## src/rtl/ni_pkg.sv

```systemverilog
// Shared network-interface definitions: flit and credit field layout plus arbiter states.
// Flit layout, MSB first: {valid, tail, dest, vc, data}; credit layout: {valid, vc}.
package ni_pkg;

  typedef enum logic {ARB_IDLE, ARB_LOCKED} arb_state_e;

  function automatic int flit_width(input int data_w, input int dest_w, input int vc_w);
    return 2 + dest_w + vc_w + data_w;
  endfunction

  function automatic int flit_vc_lsb(input int data_w);
    return data_w;
  endfunction

  function automatic int flit_dest_lsb(input int data_w, input int vc_w);
    return data_w + vc_w;
  endfunction

  function automatic int flit_tail_pos(input int data_w, input int dest_w, input int vc_w);
    return data_w + vc_w + dest_w;
  endfunction

  function automatic int flit_valid_pos(input int data_w, input int dest_w, input int vc_w);
    return flit_tail_pos(data_w, dest_w, vc_w) + 1;
  endfunction

  function automatic int credit_width(input int vc_w);
    return 1 + vc_w;
  endfunction

endpackage

```

## src/rtl/ni_vc_fifo.sv

```systemverilog
// Single-VC circular FIFO with occupancy count; pointers wrap modulo DEPTH (a power of two).
module ni_vc_fifo #(
  parameter int WIDTH = 65,
  parameter int DEPTH = 4
) (
  input  logic                       CLK,
  input  logic                       RST_N,
  input  logic                       push,
  input  logic [WIDTH-1:0]           push_data,
  input  logic                       pop,
  output logic [WIDTH-1:0]           head_data,
  output logic [$clog2(DEPTH+1)-1:0] count,
  output logic                       full,
  output logic                       empty
);

  localparam int AW = $clog2(DEPTH);
  localparam int CW = $clog2(DEPTH + 1);

  logic [WIDTH-1:0] mem [DEPTH];
  logic [AW-1:0]    wr_ptr;
  logic [AW-1:0]    rd_ptr;
  logic             do_push;
  logic             do_pop;

  // A push into a full FIFO is only taken when the head leaves in the same cycle.
  assign do_push   = push && (!full || pop);
  assign do_pop    = pop && !empty;
  assign full      = (count == CW'(DEPTH));
  assign empty     = (count == '0);
  assign head_data = mem[rd_ptr];

  always_ff @(posedge CLK) begin
    if (do_push) mem[wr_ptr] <= push_data;
  end

  always_ff @(posedge CLK or negedge RST_N) begin
    if (!RST_N) begin
      wr_ptr <= '0;
      rd_ptr <= '0;
      count  <= '0;
    end else begin
      if (do_push) wr_ptr <= wr_ptr + 1'b1;
      if (do_pop)  rd_ptr <= rd_ptr + 1'b1;
      case ({do_push, do_pop})
        2'b10:   count <= count + 1'b1;
        2'b01:   count <= count - 1'b1;
        default: count <= count;
      endcase
    end
  end

endmodule

```

## src/rtl/flit_recv_ni.sv

```systemverilog
// Receive-side network interface: per-VC flit buffering, packet-atomic round-robin output, credit return.
// Optional macro NI_DEST_CHECK_EN drops flits whose dest differs from MY_PORT and flags dest_err.
module flit_recv_ni
  import ni_pkg::*;
#(
  parameter int FLIT_DATA_WIDTH = 64,
  parameter int DEST_BITS       = 2,
  parameter int VC_BITS         = 1,
  parameter int NUM_VCS         = 2,
  parameter int DEPTH           = 4,
  parameter int MY_PORT         = 1
) (
  input  logic                                                   CLK,
  input  logic                                                   RST_N,
  input  logic [flit_width(FLIT_DATA_WIDTH, DEST_BITS, VC_BITS)-1:0] flit_in,
  output logic [credit_width(VC_BITS)-1:0]                       credit_out,
  output logic                                                   credit_en,
  output logic                                                   out_valid,
  input  logic                                                   out_ready,
  output logic [FLIT_DATA_WIDTH-1:0]                             out_data,
  output logic                                                   out_tail,
  output logic [VC_BITS-1:0]                                     out_vc,
  output logic                                                   overflow,
  output logic                                                   dest_err
);

  localparam int VALID_POS = flit_valid_pos(FLIT_DATA_WIDTH, DEST_BITS, VC_BITS);
  localparam int TAIL_POS  = flit_tail_pos(FLIT_DATA_WIDTH, DEST_BITS, VC_BITS);
  localparam int DEST_LSB  = flit_dest_lsb(FLIT_DATA_WIDTH, VC_BITS);
  localparam int VC_LSB    = flit_vc_lsb(FLIT_DATA_WIDTH);
  localparam int EW        = FLIT_DATA_WIDTH + 1;
  localparam int CW        = $clog2(DEPTH + 1);
  localparam int NSLOT     = 1 << VC_BITS;

  logic                       in_valid;
  logic                       in_tail;
  logic [VC_BITS-1:0]         in_vc;
  logic [FLIT_DATA_WIDTH-1:0] in_data;
  logic                       vc_ok;
  logic                       dest_ok;
  logic                       do_pop;
  logic [VC_BITS-1:0]         rr_ptr;
  logic [VC_BITS-1:0]         held_vc;
  logic [VC_BITS-1:0]         arb_vc;
  logic [VC_BITS-1:0]         sel_vc;
  logic [NUM_VCS-1:0]         vc_hit;
  logic [NUM_VCS-1:0]         push;
  logic [NUM_VCS-1:0]         pop;
  logic [NUM_VCS-1:0]         full;
  logic [NUM_VCS-1:0]         empty;
  logic [NUM_VCS-1:0]         ovf_vec;
  logic [EW-1:0]              head [NUM_VCS];
  logic [CW-1:0]              count [NUM_VCS];
  logic [NSLOT-1:0]           occupied;
  logic [NSLOT-1:0]           empty_slot;
  logic [EW-1:0]              head_slot [NSLOT];
  arb_state_e                 state;

  assign in_valid = flit_in[VALID_POS];
  assign in_tail  = flit_in[TAIL_POS];
  assign in_vc    = flit_in[VC_LSB +: VC_BITS];
  assign in_data  = flit_in[FLIT_DATA_WIDTH-1:0];
  assign vc_ok    = ({1'b0, in_vc} < (VC_BITS + 1)'(NUM_VCS));

  for (genvar v = 0; v < NUM_VCS; v++) begin : g_vc
    assign vc_hit[v]  = in_valid && vc_ok && (in_vc == VC_BITS'(v));
    assign push[v]    = vc_hit[v] && dest_ok && (!full[v] || pop[v]);
    assign ovf_vec[v] = vc_hit[v] && dest_ok && full[v] && !pop[v];
    assign pop[v]     = do_pop && (sel_vc == VC_BITS'(v));

    ni_vc_fifo #(
      .WIDTH (EW),
      .DEPTH (DEPTH)
    ) u_fifo (
      .CLK       (CLK),
      .RST_N     (RST_N),
      .push      (push[v]),
      .push_data ({in_tail, in_data}),
      .pop       (pop[v]),
      .head_data (head[v]),
      .count     (count[v]),
      .full      (full[v]),
      .empty     (empty[v])
    );
  end

  // Pad per-VC status to the full VC index space so unused indices read as empty.
  always_comb begin
    occupied   = '0;
    empty_slot = '1;
    for (int i = 0; i < NSLOT; i++) head_slot[i] = '0;
    for (int v = 0; v < NUM_VCS; v++) begin
      occupied[v]   = (count[v] != '0);
      empty_slot[v] = empty[v];
      head_slot[v]  = head[v];
    end
  end

  // Descending scan so the first occupied VC at or after rr_ptr wins.
  always_comb begin
    arb_vc = rr_ptr;
    for (int i = NSLOT - 1; i >= 0; i--) begin
      if (occupied[rr_ptr + VC_BITS'(i)]) arb_vc = rr_ptr + VC_BITS'(i);
    end
  end

  assign sel_vc                = (state == ARB_LOCKED) ? held_vc : arb_vc;
  assign out_valid             = !empty_slot[sel_vc];
  assign {out_tail, out_data}  = head_slot[sel_vc];
  assign out_vc                = sel_vc;
  assign do_pop                = out_valid && out_ready;

  // Lock onto a VC while its flit is stalled or its packet is unfinished; release after the tail.
  always_ff @(posedge CLK or negedge RST_N) begin
    if (!RST_N) begin
      state   <= ARB_IDLE;
      held_vc <= '0;
      rr_ptr  <= '0;
    end else if (do_pop) begin
      if (out_tail) begin
        state  <= ARB_IDLE;
        rr_ptr <= sel_vc + 1'b1;
      end else begin
        state   <= ARB_LOCKED;
        held_vc <= sel_vc;
      end
    end else if (out_valid) begin
      state   <= ARB_LOCKED;
      held_vc <= sel_vc;
    end
  end

  always_ff @(posedge CLK or negedge RST_N) begin
    if (!RST_N) begin
      overflow <= 1'b0;
    end else if ((|ovf_vec) || (in_valid && !vc_ok)) begin
      overflow <= 1'b1;
    end
  end

`ifdef NI_DEST_CHECK_EN
  logic [DEST_BITS-1:0] in_dest;
  logic                 drop_now;
  logic                 pend_any;
  logic [VC_BITS-1:0]   pend_vc;
  logic [CW-1:0]        pend_cnt [NUM_VCS];

  assign in_dest  = flit_in[DEST_LSB +: DEST_BITS];
  assign dest_ok  = (in_dest == DEST_BITS'(MY_PORT));
  assign drop_now = in_valid && vc_ok && !dest_ok;

  always_comb begin
    pend_any = 1'b0;
    pend_vc  = '0;
    for (int v = NUM_VCS - 1; v >= 0; v--) begin
      if (pend_cnt[v] != '0) begin
        pend_any = 1'b1;
        pend_vc  = VC_BITS'(v);
      end
    end
  end

  // A dropped flit whose credit collides with a pop credit is remembered and returned later.
  always_ff @(posedge CLK or negedge RST_N) begin
    if (!RST_N) begin
      for (int v = 0; v < NUM_VCS; v++) pend_cnt[v] <= '0;
    end else begin
      for (int v = 0; v < NUM_VCS; v++) begin
        if (drop_now && do_pop && (in_vc == VC_BITS'(v)))
          pend_cnt[v] <= pend_cnt[v] + 1'b1;
        else if (!do_pop && !drop_now && pend_any && (pend_vc == VC_BITS'(v)))
          pend_cnt[v] <= pend_cnt[v] - 1'b1;
      end
    end
  end

  always_ff @(posedge CLK or negedge RST_N) begin
    if (!RST_N)        dest_err <= 1'b0;
    else if (drop_now) dest_err <= 1'b1;
  end
`else
  assign dest_ok  = 1'b1;
  assign dest_err = 1'b0;
`endif

  always_ff @(posedge CLK or negedge RST_N) begin
    if (!RST_N) begin
      credit_en  <= 1'b0;
      credit_out <= '0;
    end else begin
      credit_en  <= 1'b0;
      credit_out <= '0;
      if (do_pop) begin
        credit_en  <= 1'b1;
        credit_out <= {1'b1, sel_vc};
      end
`ifdef NI_DEST_CHECK_EN
      else if (drop_now) begin
        credit_en  <= 1'b1;
        credit_out <= {1'b1, in_vc};
      end else if (pend_any) begin
        credit_en  <= 1'b1;
        credit_out <= {1'b1, pend_vc};
      end
`endif
    end
  end

endmodule

```

## config.mk

```make
export PLATFORM = sky130hd
export DESIGN_NAME = flit_recv_ni
export DESIGN_NICKNAME = d
export VERILOG_FILES = /design/src/rtl/ni_pkg.sv /design/src/rtl/ni_vc_fifo.sv /design/src/rtl/flit_recv_ni.sv
export SDC_FILE = /design/constraint.sdc
export NUM_CORES = 1
export LEC_CHECK = 0
export ABC_AREA = 1
export CAP_MARGIN = 20
export CELL_PAD_IN_SITES_DETAIL_PLACEMENT = 1
export CELL_PAD_IN_SITES_GLOBAL_PLACEMENT = 2
export CORE_MARGIN = 2
export CORE_UTILIZATION = 44
export DETAILED_ROUTE_END_ITERATION = 10
export HOLD_SLACK_MARGIN = 0.08
export PLACE_DENSITY = 0.9
export SYNTH_ARGS = -nofsm -noshare
export SYNTH_HDL_FRONTEND = slang
export SYNTH_HIERARCHICAL = 1
export SYNTH_SLANG_ARGS = --single-unit
```

## constraint.sdc

```tcl
create_clock -name CLK -period 7 [get_ports CLK]
set_input_delay 0.7 -clock CLK [delete_from_list [all_inputs] [get_ports CLK]]
set_output_delay 0.7 -clock CLK [all_outputs]
set_load 0.02 [all_outputs]
```

Word-level counts from Yosys, hierarchy flattened. Memory sizes are Yosys's and may differ from the RTL's. Index checks and enable logic that the tools add are counted.

Register bits: 21. Memory bits (writable): 520. Output and inout port bits: 72. Word-level logic and storage cells: 98. Memories kept: 2.

$add $sub $neg: 10. $lt $le $gt $ge: 4. Eq/ne operators: 8. Muxes and demuxes: 26. Bitwise logic cells: 3. Reduce and logical (&&, ||, !) cells: 33.

Memories: g_vc[0].u_fifo.mem (depth 4, bits a word 65, rd ports 1, clocked after memory_dff 0, wr ports 1, RTL line ni_vc_fifo.sv:20) `logic [WIDTH-1:0] mem [DEPTH];`; g_vc[1].u_fifo.mem (depth 4, bits a word 65, rd ports 1, clocked after memory_dff 0, wr ports 1, RTL line ni_vc_fifo.sv:20).

Operator list (count): 65-bit 2-to-1 mux (3); 1-bit 2-to-1 mux (20); 1-bit logical AND (15); 3-bit case mux with 2 select lines (2); 2-bit by 1-bit adder with 2-bit output (second input constant) (4); 1-bit zero test (7); 3-bit by 1-bit adder with 3-bit output (second input constant) (2); 3-bit == test (second input constant) (2); 3-bit zero test (2); 1-bit by 2-bit < comparator with 1-bit output (second input constant) (3); 3-bit nonzero test (2); 3-bit by 1-bit subtractor with 3-bit output (second input constant) (2); 2-bit by 1-bit == test with 1-bit output (second input constant) (2); 2-bit == test (second input constant) (2); 2-bit != test (second input constant) (2); 2-bit AND reduction (2); 2-bit nonzero test (2); 1-bit adder (second input constant) (2); 2-bit greater-or-equal comparator (second input constant) (1); 1-bit logical OR (2); 2-bit 2-to-1 mux (1); 1-bit inverter (2); 1-bit inverter with 2-bit output (1); 2-bit OR reduction (1).

Logic depth before layout (Yosys ltp). Gate-level depths: netlist of run 1.

Word-level depth: 16. Mapped depth: 19. Gate-level depth less buffers: 19.

Hierarchy. Netlist of run 1, hierarchy kept.

By module, submodules not included: ni_vc_fifo (instances 2, cells each 757, area an instance 10462.5 µm², seq. area each 7982.7 µm²); flit_recv_ni (instances 1, cells each 267, area an instance 1236.2 µm², seq. area each 150.1 µm²).

Worst setup path before layout of run 1. No wires, ideal clock.

Kind: reg2reg. Start: register g_vc[0].u_fifo.count[1]. End: memory g_vc[1].u_fifo.mem[0][0] (enable). Data arrival time: 4200 ps. Required time: 6511 ps. Setup slack: 2312 ps. Stages on the path, launching flop included: 12. Buffers on the path: 0. Cell sequence: dfrtp_1 -> nor2_2 -> nand2_1 -> a21oi_2 -> nand2_2 -> nand2_4 -> nand3_1 -> inv_1 -> inv_1 -> nand3_1 -> nand2_1 -> nor2_1.

Word-level cells in the longest chain between the ends: 16. Elaborated cells between the ends (all ways): 19.

RTL lines: start: declaration (RTL line ni_vc_fifo.sv:12) `output logic [$clog2(DEPTH+1)-1:0] count,`; start signal: assignment (RTL line ni_vc_fifo.sv:46) `2'b10: count <= count + 1'b1;`; start signal: assignment (RTL line ni_vc_fifo.sv:47) `2'b01: count <= count - 1'b1;`; start signal: assignment (RTL line ni_vc_fifo.sv:48) `default: count <= count;`; 3-bit nonzero test (RTL line flit_recv_ni.sv:93) `occupied[v] = (count[v] != '0);`; 1-bit 2-to-1 mux (not written as such) (2 in a row) (RTL line flit_recv_ni.sv:103) `if (occupied[rr_ptr + VC_BITS'(i)]) arb_vc = rr_ptr + VC_BITS'(i);`; 1-bit 2-to-1 mux (2 in a row) (RTL line flit_recv_ni.sv:103); 1-bit 2-to-1 mux (RTL line flit_recv_ni.sv:107) `assign sel_vc = (state == ARB_LOCKED) ? held_vc : arb_vc;`; 1-bit 2-to-1 mux (not written as such) (2 in a row) (RTL line flit_recv_ni.sv:108) `assign out_valid = !empty_slot[sel_vc];`; 1-bit zero test (RTL line flit_recv_ni.sv:108); 1-bit logical AND (RTL line flit_recv_ni.sv:111) `assign do_pop = out_valid && out_ready;`; 1-bit logical AND * (RTL line flit_recv_ni.sv:69) `assign pop[v] = do_pop && (sel_vc == VC_BITS'(v));`; named net pop[1] (RTL line flit_recv_ni.sv:48) `logic [NUM_VCS-1:0] pop;`; 1-bit logical OR * (RTL line ni_vc_fifo.sv:27, flit_recv_ni.sv:67); 1-bit logical AND (RTL line flit_recv_ni.sv:67) `assign push[v] = vc_hit[v] && dest_ok && (!full[v] || pop[v]);`; 1-bit logical AND * (RTL line ni_vc_fifo.sv:27) `assign do_push = push && (!full || pop);`; 1-bit 2-to-1 mux * (RTL line ni_vc_fifo.sv:34) `if (do_push) mem[wr_ptr] <= push_data;`; 1-bit 2-to-1 mux (not written as such) * (RTL line ni_vc_fifo.sv:34); end: declaration (RTL line ni_vc_fifo.sv:20).

Mark *: on every way through the listed nets, which the timed path passes. The rest lies on a longest branch. The select of a mux whose other input is x is not followed.

==> impl_metrics.csv, run 1 <==
group,metric,value,unit
timing,fin_setup_tns,0,ns
cts,cts.sinks,540,
cts,tritoncts,"built",
global_route,grt_pass1_vias,15100,
critical_path,crit_fanout,83,
drt,drc,0,
critical_path,r2r_start,"g_vc[0].u_fifo/count[1]",
critical_path,crit_chain,"inv_4, buf_4, o21ai_1, o21ai_1, nand2_1, nand2_1, clkdlybuf4s50_1",
timing,period_needed,4.85,ns
timing,finClkSkew,0.0300,ns
critical_path,crit_type,"register to primary output",
logic_synthesis,syn-num-nets,1865,
place,portBuffers,140,
pwr,p_seq_share,35.4,%
logic_synthesis,muxShareOfSynthArea,0,%
timing,hold_viol,0,
place,dpl.hpwl,29.3,mm
global_route,gr-total-overflow,0,
pwr,peakVddDrop,0.000204,V
drt,drt-vias-per-instance,5.32,
timing,relSlewSlack,28.0,%
cts,cts_buffer_depth,3,
finish,filler_cell_count,5106,
drt,vias,13900,
timing,worst_slew_pin_slew,1.08,ns
global_route,grt_antenna_before_repair,5,
critical_path,cpPeakStageDelay,0.83,ns
logic_synthesis,ys_types,29,
drt,ant_nets,0,
die,ioPinCount,144,
finish,area_delta_synth_final,15.2,%
logic_synthesis,ys_warn_count,6,
pwr,power_density,463,mW/mm2
pwr,switching_share,39.1,%
cts,path_clk_slew,0.06,ns
global_route,grt_pass1_wl,83.9,mm
logic_synthesis,synth-adder-area-share,0.745,%
cts,cts_resized,0,
logic_synthesis,synthCells,1781,
place,dp.cells,2510,
logic_synthesis,synth_top_family_by_area,"simple AND/OR/NAND/NOR gates",
die,core_area,0.0500,mm2
timing,min_period_over_period,69.2,%
critical_path,crit_required,6.30,ns
timing,fmax,206,MHz
pwr,p_int,7200,uW
critical_path,r2r_end,"g_vc[1].u_fifo/mem[0][14]",
logic_synthesis,synth_compound_area_share,10.3,%
critical_path,cp.arrival,4.15,ns
die,die_h,228,um
logic_synthesis,synth-simple-area-share,11.8,%
cts,clk_latency,0.61,ns
drt,dr.pass1.iters,5,
pwr,p_switching,4630,uW
cts,cts_setup_buffers,0,
logic_synthesis,netlist_area,0.0222,mm2
pwr,power_frac_comb,41.4,%
pwr,finalPower,11800,uW
worst_hold_path,min_path_type,"input port to asynchronous set/reset pin",
logic_synthesis,avgSynthCellArea,12.4,um2
finish,drive_gt1_share,9.81,%
die,initial_core_util,44.4,%
logic_synthesis,synth-xor-area-share,0.0790,%
drt,drt_iter0_drc,1027,
timing,final_max_slew_viol_count,0,
place,routabilityCongestion,0.718,
cts,root_buffer,"clkbuf_16",
die,die_w,228,um
finish,multi_input_area,0.00515,mm2
logic_synthesis,ys_ff_latch,540,
critical_path,cp-end-kind,"primary output",
critical_path,cp-start-kind,"register",
die,core.rowCount,82,
logic_synthesis,synth-seq-area-share,72.7,%
cts,htreeDepth,2,
finish,seqCellArea,0.0161,mm2
cts,hold_buffers,0,
critical_path,crit_slowest_cell,"inv_4",
cts,cts_inserted_buffers,54,
timing,finalSetupViolCount,0,
finish,fin_cells,2612,
finish,nNetsFinal,1979,
timing,rsz0062_at_grt,"false",
die,dieArea,0.0522,mm2
pwr,power.share.clock,23.2,%
pwr,p_leak,0.00888,uW
drt,wl_per_cell,20.6,um
global_route,grt_max_degree,89,
flow_run,maxCapViolCount,0,
drt,wirelength,53.8,mm
global_route,grtUsageTotal,20.7,%
critical_path,r2r_setup_slack,2.78,ns
critical_path,rr_worst_depth,12,
outcome,outcome,"completed",
## logic make-up (layout without fill, tap and decap cells)
family                   Yosys count  in the layout
AO/OA/AOI/OAI                    395            395
XOR/XNOR                           2              2
adder cells (fa/ha/maj)           12             12
buffers and inverters            147            302
flip-flops                       540            540
other                              1              5
AND/OR/NAND/NOR                  684            684
## critical path, delay by kind of cell (launching register included)
family                 cells  cell delay (ns)
AND/OR/NAND/NOR            2             0.27
AO/OA/AOI/OAI              2             0.28
buffers and inverters      3             2.18
flip-flops                 1             0.72
## metrics by stage
step,util (%),area [um2],worst slack [ns],hold slack (ns)
after floorplan,-,22200,2.31,0.404
after global placement,47.7,23800,2.76,0.460
after detailed placement,47.7,23800,2.70,0.459
after CTS,51.1,25500,2.16,0.487
after global routing,51.1,25500,1.98,0.445
final,51.1,25500,2.15,0.440
## placed cells by master, fill, tap and decap left out, types with 2 or more instances in the layout
cell,n
nand4_1,3
nand3b_1,2
clkinv_4,2
dfrtp_1,18
clkdlybuf4s50_1,140
dfrtp_4,2
inv_4,4
o21ai_0,10
nor3_1,2
clkinv_2,8
inv_6,2
nor2_4,8
clkbuf_1,5
o21ai_2,80
edfxtp_1,520
diode_2,4
buf_4,18
ha_1,10
nand3_1,21
clkbuf_16,55
nand2_1,250
nor2_1,395
bufinv_16,4
xnor2_1,2
fa_1,2
clkinv_1,20
inv_1,41
o21ai_1,302
## per-layer routing
metal,track usage (%),vias up,share of wire (%)
met2,36.3,297,50
met1,26.0,7044,43
met4,7.88,2,2.8
li1,-,6452,-
met5,0,-,0.024
met3,3.14,95,4.4
## area by class of cell
| class | instances | area share, % |
|---|---|---|
| Sequential cell | 540 | 63.1 |
| Clock buffer | 60 | 5.46 |
| Antenna cell | 4 | 0.0392 |
| Timing Repair Buffer | 159 | 6.08 |
| Clock inverter | 37 | 1.09 |
| Multi-Input combinational cell | 1094 | 20.2 |
| Inverter | 46 | 0.715 |
| Tap cell | 672 | 3.29 |
## synthesized netlist by cell type, drive strengths merged
library cell	number	share of area [%]
nand3b	2	0.068
fa	2	0.18
dfrtp	20	2.3
nand2	252	4.3
inv	46	0.80
edfxtp	520	70
conb	1	0.017
nor2	404	6.9
nand4	3	0.085
clkbuf	10	0.17
a21oi	2	0.062
xnor2	2	0.079
nand3	21	0.47
o21ai	392	10
nor3	2	0.045
buf	91	3.3
ha	10	0.56
a21boi	1	0.034
## worst max-delay path by stage
stage	startpoint	to	slack, ns	cells after the start
after floorplan	g_vc[0].u_fifo/count[1]	g_vc[1].u_fifo/mem[0][0]	2.31	11
after global placement	out_ready	g_vc[0].u_fifo/mem[0][9]	2.76	6
after detailed placement	flit_in[68]	g_vc[0].u_fifo/mem[1][0]	2.70	7
after CTS	g_vc[0].u_fifo/rd_ptr[0]	out_data[22]	2.16	7
after global routing	g_vc[0].u_fifo/rd_ptr[0]	out_data[25]	1.98	7
final	g_vc[0].u_fifo/rd_ptr[0]	out_data[60]	2.15	7
## power groups by stage
stage / combinational, uW / clock, uW / sequential, uW
6_report: 4900 / 2740 / 4190
5_1_grt: 5360 / 2890 / 4230
4_1_cts: 4970 / 2790 / 4190
3_5_place_dp: 4910 / 0 / 4260
3_3_place_gp: 4740 / 0 / 4230
2_1_floorplan: 3270 / 0 / 4150
## registers in the layout, summed over array words and instances, names as in the netlist
| register | cells |
|---|---|
| credit_en | 1 |
| held_vc | 1 |
| overflow | 1 |
| rr_ptr | 1 |
| g_vc.u_fifo/rd_ptr | 4 |
| credit_out | 1 |
| g_vc.u_fifo/count | 6 |
| g_vc.u_fifo/mem | 520 |
| state | 1 |
| g_vc.u_fifo/wr_ptr | 4 |
(Power assumes the default switching activity.)
==> run 2: changes to the inputs <==
Settings changed: CORE_UTILIZATION 44 to 37, PLACE_DENSITY 0.9 to 0.82.
Clock period 7 ns to 3.9 ns, I/O delays scaled along.
==> impl_metrics.csv, run 2 (synthesized netlist as in run 1, its figures left out) <==
group,metric,value,unit
outcome,outcome,"finished, violations left",
outcome,violations,"DRC",
critical_path,r2r_start,"g_vc[1].u_fifo/count[0]",
global_route,grt_antenna_before_repair,6,
finish,nNetsFinal,1995,
critical_path,cp-end-kind,"primary output",
finish,area_delta_synth_final,17.6,%
critical_path,cp.arrival,3.21,ns
cts,path_clk_slew,0.06,ns
critical_path,r2r_setup_slack,0.65,ns
cts,tritoncts,"built",
drt,drc,12,
drt,drt-vias-per-instance,5.10,
drt,wirelength,55.7,mm
pwr,peakVddDrop,0.000447,V
place,dp.cells,2624,
timing,relSlewSlack,53.2,%
critical_path,crit_chain,"nor2_2, nand2_1, a21oi_2, nand2_2, nand2_4, buf_6, nand2_1, nand2_1, clkdlybuf4s50_1",
global_route,gr-total-overflow,0,
critical_path,crit_type,"register to primary output",
place,dpl.hpwl,31.2,mm
place,routabilityCongestion,0.718,
drt,wl_per_cell,20.4,um
timing,min_period_over_period,92.4,%
worst_hold_path,hold_path_end,"held_vc",
die,die_h,249,um
die,dieArea,0.0619,mm2
drt,dr.pass1.iters,8,
pwr,p_leak,0.00903,uW
global_route,grtUsageTotal,18.1,%
flow_run,maxCapViolCount,0,
timing,fmax,277,MHz
finish,design_area,0.0261,mm2
cts,cts_setup_buffers,0,
timing,period_needed,3.60,ns
drt,drt_iter0_drc,765,
place,dpl_cell_area,0.0243,mm2
die,core_area,0.0591,mm2
finish,drive_gt1_share,10.3,%
critical_path,r2r_end,"g_vc[0].u_fifo/mem[3][9]",
critical_path,cp-start-kind,"register",
die,die_w,249,um
pwr,finalPower,21500,uW
finish,top_register,"g_vc.u_fifo/mem",
finish,largest_reg_flops,520,
worst_hold_path,worstHoldStart,"held_vc",
place,portBuffers,140,
cts,cts.sinks,540,
die,core.rowCount,89,
timing,worst_slew_pin_slew,0.702,ns
global_route,grt_pass1_vias,14900,
critical_path,crit_slowest_cell,"clkdlybuf4s50_1",
cts,cts_inserted_buffers,56,
critical_path,cpPeakStageDelay,0.64,ns
finish,fin_cells,2728,
timing,holdWs,0.484,ns
global_route,grt_max_degree,133,
cts,cts_buffer_depth,3,
cts,root_buffer,"clkbuf_16",
global_route,grt_pass1_wl,85.9,mm
worst_hold_path,min_path_cells,2,
critical_path,crit_required,3.51,ns
critical_path,crit_top_cell,"nand2_1",
finish,layout_common_cells,"edfxtp_1, nor2_1, o21ai_1",
drt,ant_nets,0,
critical_path,crit_fanout,40,
die,initial_core_util,37.5,%
cts,htreeDepth,2,
die,ioPinCount,144,
pwr,power_density,825,mW/mm2
timing,finalSetupViolCount,0,
timing,hold_viol,0,
timing,rsz0062_at_grt,"false",
timing,final_max_slew_viol_count,0,
finish,mostFrequentLayoutCell,"edfxtp_1",
critical_path,rr_worst_depth,10,
timing,finClkSkew,0.0179,ns
cts,clk_latency,0.61,ns
finish,top_regs,"g_vc.u_fifo/mem (520), g_vc.u_fifo/count (6)",
drt,vias,13900,
worst_hold_path,min_path_type,"register to register",
[run 2: cell types whose count changed in the layout (fill, tap and decap cells not counted), moves of 2 or more]
cell / previous run / this run
buf_4: 18 / 9
clkinv_2: 8 / 6
clkinv_1: 20 / 16
buf_12: 0 / 21
clkbuf_1: 5 / 12
[run 2: critical path, delay by kind of cell (launching register included)]
family,cells,cell delay (ns)
AO/OA/AOI/OAI,1,0.14
buffers and inverters,2,1.08
flip-flops,1,0.45
AND/OR/NAND/NOR,6,0.89
[run 2: metrics by stage]
step / setup TNS, ns / setup slack, ns / util (%)
final: 0 / 0.296 / 44.1
after global routing: 0 / 0.0817 / 44.1
after CTS: 0 / 0.0523 / 44.0
after detailed placement: 0 / 0.600 / 41.1
after global placement: 0 / 0.636 / 41.1
after floorplan: -204.99 / -0.788 / -
[run 2: worst max path at each step]
stage                                 start                        end  slack (ns)
floorplan           g_vc[0].u_fifo/count[1]   g_vc[1].u_fifo/mem[0][0]       -0.79
global placement                  out_ready  g_vc[0].u_fifo/mem[3][11]        0.64
detailed placement                out_ready  g_vc[0].u_fifo/mem[3][11]        0.60
CTS                 g_vc[0].u_fifo/count[1]               out_data[60]        0.05
global route        g_vc[1].u_fifo/count[0]               out_data[58]        0.08
finish              g_vc[0].u_fifo/count[1]               out_data[60]        0.30
[run 2: layout make-up]
type | instances | area, um2
antenna | 3 | 7.51
sequential | 540 | 16100
multi-input combinational | 1094 | 5150
clock inverter | 31 | 238
inverter | 46 | 183
tap | 773 | 967
clock buffer | 68 | 1450
fill | 6044 | 33100
timing repair buffer | 173 | 1940
[run 2: per-layer routing]
metal | global-route usage, % | vias to the layer above | part of all wire (%)
met4 | 5.92 | 8 | 2.5
met3 | 3.29 | 93 | 4.3
met1 | 21.9 | 7077 | 43
met5 | 0 | - | 0.10
li1 | - | 6493 | -
met2 | 32.4 | 238 | 51
[run 2: power breakdown]
group | internal, uW | leakage [uW] | switching [uW]
Clock | 2820 | 0.000816 | 2130
Sequential | 7100 | 0.00496 | 293
Combinational | 3230 | 0.00326 | 5940
[run 2: timing repair]
item / CTS / global route
endpoints found under the hold margin: 0 / 2
resized for setup: 0 / 1
hold buffers: 0 / 1
setup endpoints to repair: 0 / 8
==> run 3: changes to the inputs <==
Settings changed: CORE_UTILIZATION 37 to 41, PLACE_DENSITY 0.82 to 0.85.
Clock period 3.9 ns to 4.1 ns, I/O delays scaled along.
==> impl_metrics.csv, run 3 (synthesized netlist as in run 1, its figures left out) <==
group,metric,value,unit
drt,drt_iter0_drc,838,
place,dpl.hpwl,30.8,mm
timing,period_needed,3.67,ns
die,die_h,236,um
cts,path_clk_slew,0.06,ns
critical_path,crit_type,"register to primary output",
place,portBuffers,140,
cts,cts_inserted_buffers,55,
finish,fin_cells,2652,
cts,cts.sinks,540,
global_route,grt_pass1_vias,14900,
die,core.rowCount,85,
die,die_w,236,um
critical_path,crit_required,3.69,ns
cts,root_buffer,"clkbuf_16",
timing,hold_viol,0,
global_route,grt_util_met2,34.8,%
finish,seqCellArea,0.0161,mm2
cts,clk_latency,0.61,ns
critical_path,crit_slowest_cell,"dfrtp_4",
finish,top_register,"g_vc.u_fifo/mem",
finish,top_regs,"g_vc.u_fifo/mem (520), g_vc.u_fifo/count (6)",
drt,drt-vias-per-instance,5.21,
drt,ant_nets,0,
finish,largest_reg_flops,520,
finish,mostFrequentLayoutCell,"edfxtp_1",
global_route,busiest_layer,"met2",
critical_path,crit_chain,"buf_4, nor2_1, nor2_1, o21ai_1, o21ai_2, nand2_1, nand2_1, clkdlybuf4s50_1",
critical_path,rr_worst_depth,10,
critical_path,r2r_setup_slack,0.85,ns
finish,drive_gt1_share,10.8,%
finish,final_core_util,48.3,%
die,core_area,0.0536,mm2
critical_path,path_delay_family,"buffers and inverters",
die,dieArea,0.0559,mm2
cts,cts_resized,0,
finish,filler_cell_count,5548,
drt,wl_per_cell,20.6,um
global_route,grt_use_met1,25.1,%
cts,cts_setup_buffers,0,
drt,vias,13800,
pwr,p_leak,0.00904,uW
cts,hold_buffers,0,
timing,worst_slew_pin_slew,1.00,ns
pwr,power_density,790,mW/mm2
timing,finalSetupViolCount,0,
drt,drc,0,
pwr,peakVddDrop,0.000547,V
global_route,grt_max_degree,133,
place,dp.cells,2552,
critical_path,crit_fanout,52,
drt,wirelength,54.6,mm
critical_path,path_buf_inv,2,
finish,nNetsFinal,1997,
critical_path,cp.arrival,3.26,ns
global_route,grt_antenna_before_repair,7,
finish,layout_common_cells,"edfxtp_1, nor2_1, o21ai_1",
timing,relSlewSlack,32.8,%
cts,tritoncts,"built",
global_route,use_met3,3.64,%
die,ioPinCount,144,
critical_path,cp-start-kind,"register",
finish,multi_input_area,0.00515,mm2
critical_path,cpPeakStageDelay,0.75,ns
worst_hold_path,min_path_type,"input port to asynchronous set/reset pin",
critical_path,cp.depth,8,
timing,min_period_over_period,89.6,%
timing,fmax,272,MHz
timing,finClkSkew,0.0269,ns
flow_run,maxCapViolCount,0,
global_route,gr-total-overflow,0,
outcome,outcome,"completed",
finish,area_delta_synth_final,16.9,%
place,routabilityCongestion,0.726,
timing,rsz0062_at_grt,"false",
die,initial_core_util,41.3,%
cts,cts_buffer_depth,3,
critical_path,cp-end-kind,"primary output",
global_route,grtUsageTotal,19.8,%
timing,final_max_slew_viol_count,0,
drt,dr.pass1.iters,5,
global_route,grt_pass1_wl,85.5,mm
cts,htreeDepth,2,
## run 3: cell types whose count changed in the layout (fill, tap and decap cells not counted), sizes merged
cell / previous run / this run
bufinv: 3 / 4
clkbuf: 68 / 65
dlygate4sd3: 1 / 0
inv: 48 / 47
buf: 32 / 36
clkinv: 24 / 25
## run 3: worst reg2reg max path, stage by stage, from the launching register on
cell	delay [ns]
dfrtp_1	0.45
nor2_1	0.12
nand2_1	0.07
nand3_1	0.07
nand2_1	0.06
nand2_2	0.13
nand4_1	0.19
a21boi_0	0.55
nand2_1	0.47
nor2_4	0.22
buf_4	0.54
## run 3: power breakdown
group,internal [uW],total [uW],switching (uW)
Clock,2740,4770,2030
Sequential,6750,7040,293
Combinational,3050,8650,5600
## run 3: metal layers
layer / routed length [um] / up-vias
met1: 23800 / 6991
met4: 1140 / 8
met2: 27400 / 232
met5: 51 / -
li1: - / 6495
met3: 2220 / 89
## run 3: final timing paths
kind	endpoint	startpoint
max reg2reg	g_vc[0].u_fifo/mem[2][16]	g_vc[1].u_fifo/count[0]
min in group CLK	held_vc	held_vc
max in group asynchronous	g_vc[0].u_fifo/rd_ptr[0]	RST_N
max	out_data[1]	g_vc[1].u_fifo/rd_ptr[0]
min	g_vc[1].u_fifo/wr_ptr[1]	RST_N
min reg2reg	held_vc	held_vc
## run 3: layout make-up
class / instances / area share [%]
tap: 696 / 3.36
sequential: 540 / 62.2
clock buffer: 65 / 5.54
multi-input combinational: 1094 / 19.9
timing repair buffer: 176 / 7.18
inverter: 46 / 0.705
antenna: 3 / 0.0290
clock inverter: 32 / 1.04
## run 3: metrics by stage
stage / power (uW) / hold WS, ns / cell area [um2] / setup slack, ns / TNS [ns]
after floorplan: 12700 / 0.114 / 22200 / -0.588 / -152.99
after global placement: 15600 / 0.456 / 24200 / 0.873 / 0
after detailed placement: 15900 / 0.460 / 24200 / 0.828 / 0
after CTS: 20700 / 0.404 / 25900 / 0.381 / 0
after global routing: 21700 / 0.418 / 25900 / 0.228 / 0
final: 20500 / 0.374 / 25900 / 0.428 / 0
